### src/rtl/emergency_conditioner_if.sv
// Detector input and conditioned request/status outputs of emergency_conditioner.
// slave is the conditioner's view; master is the view of whoever drives the detector and reads status.
interface emergency_conditioner_if #(
    parameter int CNT_W = 8
);
    logic             i_sensor_raw;
    logic             o_emergency;
    logic             o_busy;
    logic             o_pending;
    logic [CNT_W-1:0] o_event_count;
    logic [CNT_W-1:0] o_drop_count;

    modport slave (
        input  i_sensor_raw,
        output o_emergency,
        output o_busy,
        output o_pending,
        output o_event_count,
        output o_drop_count
    );

    modport master (
        output i_sensor_raw,
        input  o_emergency,
        input  o_busy,
        input  o_pending,
        input  o_event_count,
        input  o_drop_count
    );
endinterface

### src/rtl/emergency_conditioner.sv
// Sync + debounce + rise-detect + rate-limit of the emergency detector into a one-cycle request.
// Latency: raw stable from sample edge k -> pulse after edge k+DEBOUNCE_CYCLES+1; no backpressure.
module emergency_conditioner #(
    parameter int DEBOUNCE_CYCLES = 4,
    parameter int COOLDOWN_CYCLES = 8,
    parameter int CNT_W           = 8
) (
    input  logic                   i_clk,
    input  logic                   i_rst,
    emergency_conditioner_if.slave bus
);
    localparam int DW = $clog2(DEBOUNCE_CYCLES) + 1;
    localparam int CW = $clog2(COOLDOWN_CYCLES) + 1;
    localparam logic [DW-1:0] DEB_LAST = DW'(DEBOUNCE_CYCLES - 1);
    localparam logic [CW-1:0] CD_LAST  = CW'(COOLDOWN_CYCLES - 1);

    typedef enum logic [1:0] {
        S_IDLE,
        S_PULSE,
        S_COOLDOWN
    } state_t;

    logic             r_s1;
    logic             r_s2;
    logic             r_filt;
    logic [DW-1:0]    r_deb_cnt;
    logic [CW-1:0]    r_cd_cnt;
    state_t           r_state;
    logic             r_pending;
    logic [CNT_W-1:0] r_event_count;
    logic [CNT_W-1:0] r_drop_count;

    state_t           w_state_next;
    logic             w_pending_next;
    logic             w_drop_inc;
    logic             w_event_inc;
    logic             w_deb_done;
    logic             w_rise;
    logic             w_cd_done;

    // A completed mismatch run flips filt; it is a rise only when the new level is 1.
    assign w_deb_done  = (r_s2 != r_filt) && (r_deb_cnt == DEB_LAST);
    assign w_rise      = w_deb_done && r_s2;
    assign w_cd_done   = (r_cd_cnt == CD_LAST);
    assign w_event_inc = (w_state_next == S_PULSE) && (r_state != S_PULSE);

    always_ff @(posedge i_clk) begin
        if (i_rst) begin
            r_state <= S_IDLE;
        end else begin
            r_state <= w_state_next;
        end
    end

    always_comb begin
        w_state_next   = r_state;
        w_pending_next = r_pending;
        w_drop_inc     = 1'b0;
        case (r_state)
            S_IDLE: begin
                if (w_rise) w_state_next = S_PULSE;
            end
            S_PULSE: begin
                w_state_next = S_COOLDOWN;
                if (w_rise) begin
                    if (r_pending) w_drop_inc = 1'b1;
                    else           w_pending_next = 1'b1;
                end
            end
            S_COOLDOWN: begin
                if (w_cd_done) begin
                    // A rise on the exit edge either re-queues behind the pending pulse or fires now.
                    if (r_pending) begin
                        w_state_next   = S_PULSE;
                        w_pending_next = w_rise;
                    end else if (w_rise) begin
                        w_state_next = S_PULSE;
                    end else begin
                        w_state_next = S_IDLE;
                    end
                end else if (w_rise) begin
                    if (r_pending) w_drop_inc = 1'b1;
                    else           w_pending_next = 1'b1;
                end
            end
            default: w_state_next = S_IDLE;
        endcase
    end

    always_ff @(posedge i_clk) begin
        if (i_rst) begin
            r_s1          <= 1'b0;
            r_s2          <= 1'b0;
            r_filt        <= 1'b0;
            r_deb_cnt     <= '0;
            r_cd_cnt      <= '0;
            r_pending     <= 1'b0;
            r_event_count <= '0;
            r_drop_count  <= '0;
        end else begin
            r_s1 <= bus.i_sensor_raw;
            r_s2 <= r_s1;

            if (r_s2 == r_filt) begin
                r_deb_cnt <= '0;
            end else if (w_deb_done) begin
                r_filt    <= r_s2;
                r_deb_cnt <= '0;
            end else begin
                r_deb_cnt <= r_deb_cnt + DW'(1);
            end

            if (r_state == S_PULSE)         r_cd_cnt <= '0;
            else if (r_state == S_COOLDOWN) r_cd_cnt <= r_cd_cnt + CW'(1);

            r_pending <= w_pending_next;

            if (w_event_inc && (r_event_count != '1)) r_event_count <= r_event_count + CNT_W'(1);
            if (w_drop_inc && (r_drop_count != '1))   r_drop_count  <= r_drop_count + CNT_W'(1);
        end
    end

    assign bus.o_emergency   = (r_state == S_PULSE);
    assign bus.o_busy        = (r_state != S_IDLE);
    assign bus.o_pending     = r_pending;
    assign bus.o_event_count = r_event_count;
    assign bus.o_drop_count  = r_drop_count;
endmodule
### src/flat_wrapper.sv
// flat-port wrapper written by rule: the top's interface ports become plain ports
module emergency_conditioner_flat 
#(
    parameter int DEBOUNCE_CYCLES = 4,
    parameter int COOLDOWN_CYCLES = 8,
    parameter int CNT_W           = 8
)
  (i_clk, i_rst, bus_i_sensor_raw, bus_o_emergency, bus_o_busy, bus_o_pending, bus_o_event_count, bus_o_drop_count);
  emergency_conditioner_if #(.CNT_W(CNT_W)) bus_i ();
  input  logic i_clk;
  input  logic i_rst;
  input wire logic [$bits(bus_i.i_sensor_raw)-1:0] bus_i_sensor_raw;
  output wire logic [$bits(bus_i.o_emergency)-1:0] bus_o_emergency;
  output wire logic [$bits(bus_i.o_busy)-1:0] bus_o_busy;
  output wire logic [$bits(bus_i.o_pending)-1:0] bus_o_pending;
  output wire logic [$bits(bus_i.o_event_count)-1:0] bus_o_event_count;
  output wire logic [$bits(bus_i.o_drop_count)-1:0] bus_o_drop_count;
  assign bus_i.i_sensor_raw = bus_i_sensor_raw;
  assign bus_o_emergency = bus_i.o_emergency;
  assign bus_o_busy = bus_i.o_busy;
  assign bus_o_pending = bus_i.o_pending;
  assign bus_o_event_count = bus_i.o_event_count;
  assign bus_o_drop_count = bus_i.o_drop_count;
  emergency_conditioner #(.DEBOUNCE_CYCLES(DEBOUNCE_CYCLES), .COOLDOWN_CYCLES(COOLDOWN_CYCLES), .CNT_W(CNT_W)) u_core (.i_clk(i_clk), .i_rst(i_rst), .bus(bus_i));
endmodule
### config.mk
export PLATFORM = sky130hd
export DESIGN_NAME = emergency_conditioner_flat
export DESIGN_NICKNAME = d
export VERILOG_FILES = /design/src/rtl/emergency_conditioner_if.sv /design/src/rtl/emergency_conditioner.sv /design/src/flat_wrapper.sv
export SDC_FILE = /design/constraint.sdc
export NUM_CORES = 1
export LEC_CHECK = 0
export CAP_MARGIN = 25
export CELL_PAD_IN_SITES_DETAIL_PLACEMENT = 1
export CELL_PAD_IN_SITES_GLOBAL_PLACEMENT = 2
export CORE_AREA = 5 5 66 80
export DETAILED_ROUTE_END_ITERATION = 16
export DIE_AREA = 0 0 71 85
export HOLD_SLACK_MARGIN = 0.08
export PLACE_DENSITY = 0.89
export SYNTH_ARGS = -nofsm -noshare
export SYNTH_HDL_FRONTEND = slang
export SYNTH_SLANG_ARGS = --single-unit
### constraint.sdc
create_clock -name i_clk -period 4.25 [get_ports i_clk]
set_clock_uncertainty 0.05 [all_clocks]
set_input_delay 1.275 -clock i_clk [delete_from_list [all_inputs] [get_ports i_clk]]
set_output_delay 1.275 -clock i_clk [all_outputs]
set_load 0.02 [all_outputs]
* Yosys cells after proc, flatten, opt, wreduce, memory -nomap -nowiden
Cells that the tools add are included.
** Word-level totals
- Output and inout bits :: 19
- Bits in registers :: 29
- Word-level logic and storage cells :: 48
** Operators by class
- Reductions and logical operators :: 11
- Equality and inequality tests :: 10
- Add/sub/neg operators :: 4
- Bitwise logic cells :: 1
- Muxes and demuxes :: 13
** Operator list (count)
- adder 8 x 1 -> 8 bit, second input constant :: 2
- != test 8 bit, second input constant :: 2
- 2-to-1 mux 1 bit :: 7
- 2-to-1 mux 2 bit :: 3
- one-hot mux 2 bit (3 select lines) :: 1
- logical AND 1 bit :: 5
- adder 4 x 1 -> 4 bit, second input constant :: 1
- == test 2 x 1 -> 1 bit, second input constant :: 2
- == test 4 x 3 -> 1 bit, second input constant :: 1
- one-hot mux 1 bit (2 select lines) :: 2
- nonzero test 2 bit :: 2
- adder 3 x 1 -> 3 bit, second input constant :: 1
- == test 3 x 2 -> 1 bit, second input constant :: 1
- OR reduction 3 bit :: 1
- == test 2 bit, second input constant :: 1
- logical NOT 2 bit :: 1
- != test 2 x 1 -> 1 bit, second input constant :: 1
- AND reduction 2 bit :: 1
- OR reduction 2 bit :: 1
- == test 1 bit :: 1
- != test 1 bit :: 1
- inverter 1 bit :: 1

* Longest topological paths before layout
Gate-level depths: netlist (run 1).
- Depth in word-level cells :: 10
- Mapped depth :: 9
- Mapped depth without buffers :: 7

* Worst setup path before layout (run 1)
Ideal clock, no wire load.
- Path type :: reg2out
- Start point :: register u_core.r_state[0]
- End point :: output port bus_o_busy
- Setup slack :: 2.123 ns
- Data required time :: 2.925 ns
- Stages on the path, launching flop included :: 4
- Path buffers :: 0
- Arrival time :: 0.802 ns
- Cell sequence :: dfxtp_1 > inv_1 > ha_1 > inv_1
** On the way
- Longest elaborated chain between the ends :: 1
** Ends and longest elaborated chain
- start: declaration :: RTL line emergency_conditioner.sv:28 : state_t r_state;
- start signal: assignment :: RTL line emergency_conditioner.sv:51 : r_state <= w_state_next;
- nonzero test 2 bit :: RTL line emergency_conditioner.sv:124 : assign bus.o_busy = (r_state != S_IDLE);
- end: declaration :: RTL line flat_wrapper.sv:14 : output wire logic [$bits(bus_i.o_busy)-1:0] bus_o_busy;
Every way passes these cells.

* Worst setup path after layout (run 1)
- Start point :: register u_core.r_state[0]
- End point :: output port bus_o_emergency
** On the way
- Longest elaborated chain between the ends :: 1
** Ends and longest elaborated chain
- == test 2 x 1 -> 1 bit :: RTL line emergency_conditioner.sv:123 : assign bus.o_emergency = (r_state == S_PULSE);
- end: declaration :: RTL line flat_wrapper.sv:13 : output wire logic [$bits(bus_i.o_emergency)-1:0] bus_o_emergency;
Every way passes these cells.

==> results.cfg, run 1 <==
[yosys]
yosysTopAreaCellShare_pct = 38.6
syn_inst = 159
synth.distinct_cells = 44
synth_top_cells_by_area = dfxtp_1 (39%), ha_1 (7.5%), xnor2_1 (4.7%)
synth_seq_cells = 29
yosysWarnings = 0
synthFlopType = dfxtp_1
synth_async_sr_flop_share_pct = 0
syn_area_per_cell_um2 = 9.47
synth.largest_area_cell = dfxtp_1
synthesis.area_mm2 = 0.00151
syn-num-nets = 171
synth_edf_count = 0
ys_seq_area_share_pct = 38.6

[cts]
cts_setup_buffers = 0
clk_path_buf_depth = 2
cts_sinks = 29
cts-buffers-inserted = 5
cts.clk_slew.worst_paths_ps = 60
root_buffer = clkbuf_8
ctsHoldBuffers = 0
clk_latency_ps = 280
htreeDepth = 2
cts-resized-gates = 0
cts_tree = done

[layout]
final_common_cell = dfxtp_1
finalNonFillerCells = 239
most-common-layout-cells = dfxtp_1 (29), clkdlybuf4s50_1 (21), nor2_1 (16)
layout-drive-gt1-share_pct = 8.84
fin_nets = 193
syn_to_final_growth_pct = 20.9
antennaDiodeCount = 0

[floorplanning]
io_pins = 22
start_util_pct = 33.8
core-area_mm2 = 0.00446
dieArea_mm2 = 0.00604
num_rows = 27
die_x_um = 71
die_h_um = 85

[sta]
hold_viol_final = 0
rsz0062_at_grt = false
slew_headroom_pct = 61.4
setup_ws_ps = 1180
finalCritPeriodShare_pct = 72.3
finalCriticalPeriod_ps = 3070
worst_pin_slew_ps = 577
drv_slew = 0
fin_setup_tns_ps = 0
max_freq_ghz = 0.326
setup_violations = 0

[global_routing]
grt.total_usage_pct = 13.1
first_global_vias = 1354
grt_pass1_wl_um = 6380
grt-ovfl-total = 0
antenna_found_initial = 0
grt_max_degree = 17

[critical_path]
worstPathArrival_ps = 1750
crit_slowest_cell = clkdlybuf4s50_1
crit_fanout = 7
critPathKind = reg -> out
max_stage_delay_ps = 680
path_buf_inv = 1
cp_data_required_time_ps = 2920
crit_path_start_kind = flop
crit_family = buffers and inverters
crit_chain = ha_1 -> clkdlybuf4s50_1
end_kind = output port

[pwr]
power_leakage_nw = 0.651
ir_worst_vdd_mv = 0.157
powerDensity_mw_per_mm2 = 285

[hold_path]
hold_class = reg -> reg

[placed_design]
placedCellCount = 232
place_ws_ps = 1450
io_buffers = 21
gp_congestion = 0.764
dp_hpwl_um = 2780

[job]
maxCapViolCount = 0

[route]
antenna_left = 0
drt_first_pass_iters = 4
vias = 1266
drt-vias-per-instance = 5.30
routed_wirelength_um = 3660
drc = 0
wire_per_inst_um = 15.3
drtIter0Drc = 39

[status]
status = completed
[registers in the layout, summed over array words and instances, names as in the netlist]
register and cells:
u_core.bus.o_pending 1, u_core.r_cd_cnt 4, u_core.bus.o_drop_count 8, u_core.r_filt 1, u_core.r_s2 1, u_core.r_state 2
u_core.r_deb_cnt 3, u_core.bus.o_event_count 8, u_core.r_s1 1
[synthesized netlist by cell type, types with 2 or more instances]
cell type,n
nor2b_1,2
nand3_1,9
nand2_1,4
and4_1,2
inv_1,8
o31ai_1,3
a21oi_1,8
nand4b_1,4
nor4_1,5
nand4_1,4
and2_2,2
or4_1,3
mux2i_1,3
xnor2_1,8
o21ai_0,2
nor2_1,16
o41ai_1,2
dfxtp_1,29
or3_1,2
clkbuf_1,2
buf_6,3
nor3_1,6
and3_1,2
xor2_1,2
ha_1,9
[path summary, 6_finish.rpt]
kind                             from                          end  slack (ps)  cells past startpoint
hold / removal    u_core.r_deb_cnt[0]          u_core.r_deb_cnt[0]         380                      1
setup / recovery    u_core.r_state[0]              bus_o_emergency        1180                      2
hold reg to reg   u_core.r_deb_cnt[0]          u_core.r_deb_cnt[0]         380                      1
setup reg to reg    u_core.r_state[0]  u_core.bus.o_event_count[4]        1790                      7
[routing by layer]
layer	global-route usage (%)	part of all wire [%]	up-vias
li1	-	-	624
met5	0	0	-
met1	14.1	41	611
met3	4.15	4.6	5
met4	4.96	1.4	0
met2	23.8	53	26
[per-stage QoR]
step / hold slack [ps] / instance area, um^2 / utilization, % / total power, W
finish: 382 / 1820 / 40.8 / 0.000519
global route: 404 / 1820 / 40.8 / 0.000540
CTS: 392 / 1820 / 40.8 / 0.000529
detailed placement: 383 / 1730 / 38.9 / 0.000297
global placement: 357 / 1730 / 38.9 / 0.000296
floorplan: 349 / 1510 / - / 0.000292
[kinds of logic (layout without fill, tap and decap cells)]
| logic type | after synthesis | after routing | synth area share, % |
|---|---|---|---|
| simple gates | 69 | 69 | 27.2 |
| buf+inv | 15 | 37 | 6.15 |
| flops | 29 | 29 | 38.6 |
| xor+xnor | 10 | 10 | 5.82 |
| mux | 3 | 3 | 2.00 |
| compound gates | 24 | 24 | 12.8 |
| fa+ha+maj | 9 | 9 | 7.48 |
[cell type report]
| cell class | count | area [um^2] |
|---|---|---|
| fillers | 527 | 2640 |
| multi-input cells | 115 | 832 |
| flip-flops and latches | 29 | 581 |
| repair buffers | 22 | 218 |
| clock buffers | 7 | 86.3 |
| well taps | 58 | 72.6 |
| inverters | 8 | 30.0 |
[where the power goes]
part           total [W]  switching (W)  leakage (nW)  internal (W)
sequential      0.000276     0.00000248         0.234      0.000274
combinational  0.0000145     0.00000752         0.373    0.00000701
clock           0.000228       0.000100        0.0443      0.000128
[worst reg2reg max path: stages (launching register included)]
cell	delay, ps
dfxtp_1	360
inv_1	100
ha_1	340
nand4b_1	230
a2bb2o_4	270
a31o_1	330
or4_1	550
a21oi_1	160
No activity file was read; power rests on OpenSTA's default activity.
==> run 2, diff against run 1 <==
Settings changed: CORE_AREA 5 5 66 80 to 5 5 71 86, DIE_AREA 0 0 71 85 to 0 0 76 91, PLACE_DENSITY 0.89 to 0.81.
Clock period 4.25 ns to 2.48 ns, I/O delays scaled along.
==> run 2 against run 1 <==
Sequential power is 71% higher. Sequential share of layout area shrank 0.62 points. Via count is 0.63% lower. Design area rose by 2.0%. Critical endpoint unchanged. Routed wire length shrank 9.0%. Combinational power increased by 94%. Clock power is 71% higher. Global-route usage is 2.8 points lower. Critical path type unchanged. Count of clock-buffer cells in the layout stayed put.
==> results.cfg, run 2 (same netlist as run 1, synthesis figures left out) <==
[cts]
cts.clk_slew.worst_paths_ps = 60
cts_setup_buffers = 0
htreeDepth = 2
root_buffer = clkbuf_8
clk_path_buf_depth = 2
cts-buffers-inserted = 5
cts_sinks = 29
clk_latency_ps = 280
ctsHoldBuffers = 0
cts_tree = done

[critical_path]
crit_fanout = 5
cp_data_required_time_ps = 1690
worstPathArrival_ps = 1490
end_kind = output port
critPathKind = reg -> out
crit_path_start_kind = flop

[route]
drtIter0Drc = 49
vias = 1258
drt-vias-per-instance = 5.09
drt_first_pass_iters = 4
wire_per_inst_um = 13.5
antenna_left = 0
drc = 0
routed_wirelength_um = 3330

[floorplanning]
num_rows = 29
core-area_mm2 = 0.00519
io_pins = 22
start_util_pct = 29.0
die_x_um = 76
die_h_um = 91
dieArea_mm2 = 0.00692

[layout]
fin_nets = 197
layout-drive-gt1-share_pct = 11.9
finalInstanceArea_mm2 = 0.00186
most-common-layout-cells = dfxtp_1 (29), clkdlybuf4s50_1 (20), nor2_1 (16)
fill_cells = 617
final_util_pct = 35.8
antennaDiodeCount = 0
syn_to_final_growth_pct = 23.3
final_common_cell = dfxtp_1

[global_routing]
antenna_found_initial = 0
first_global_vias = 1340
grt_max_degree = 15
grt-ovfl-total = 0
grt.total_usage_pct = 10.3
grt_pass1_wl_um = 5840

[sta]
rsz0062_at_grt = false
max_freq_ghz = 0.438
drv_slew = 0
setup_violations = 0
worst_hold_slack_ps = 370
worst_pin_slew_ps = 488
finalCriticalPeriod_ps = 2290
finalCritPeriodShare_pct = 92.2
fin_setup_tns_ps = 0
hold_viol_final = 0
slew_headroom_pct = 67.5

[pwr]
power_leakage_nw = 0.674
ir_worst_vdd_mv = 0.234
powerDensity_mw_per_mm2 = 480

[job]
maxCapViolCount = 0

[hold_path]
hold_class = reg -> reg

[placed_design]
io_buffers = 21
dpl_cell_area_mm2 = 0.00177
gp_congestion = 0.710
dp_hpwl_um = 2500

[status]
status = completed
run 2: report_power, final:
part           switching, W  total (W)  internal, W
sequential       0.00000347   0.000473     0.000470
clock              0.000170   0.000389     0.000220
combinational     0.0000140  0.0000281    0.0000141
total              0.000187   0.000891     0.000703
run 2: per-stage QoR:
step	instances	total power (W)	setup slack, ps
after CTS	247	0.000912	117
final	247	0.000891	194
after global routing	247	0.000937	58.4
after floorplan	159	0.000501	374
after detailed placement	240	0.000512	133
after global placement	240	0.000512	206
run 2: critical path, cell delays in order, from the launching register on:
cell and delay, ps:
dfxtp_1 390, inv_1 80, ha_1 200, clkdlybuf4s50_1 540
run 2: worst paths after layout:
path / slack [ps] / depth (start not counted) / from / end
hold / removal: 370 / 1 / u_core.r_deb_cnt[0] / u_core.r_deb_cnt[0]
hold reg to reg: 370 / 1 / u_core.r_deb_cnt[0] / u_core.r_deb_cnt[0]
setup reg to reg: 230 / 7 / u_core.r_deb_cnt[0] / u_core.bus.o_event_count[4]
setup / recovery: 190 / 3 / u_core.r_state[1] / bus_o_emergency
run 2: timing repair:
item,in CTS,in global routing
gates cloned,0,0
setup endpoints to repair,1,1
gates resized for setup,1,2
pin swaps,0,0
run 2: final cells by class:
class	instances	area [um^2]	area share [%]
repair buffers	26	246	13.3
flip-flops and latches	29	581	31.3
well taps	62	77.6	4.18
clock buffers	7	86.3	4.65
multi-input cells	115	835	45.0
inverters	8	30.0	1.62
run 2: routing by layer:
layer	global-route usage, %	share of wire (%)	routed length (um)	up-vias
met2	17.0	49	1620	26
li1	-	-	-	630
met1	11.5	44	1470	594
met3	3.96	5.7	190	8
met5	0	0	0	-
met4	5.19	1.7	58	0
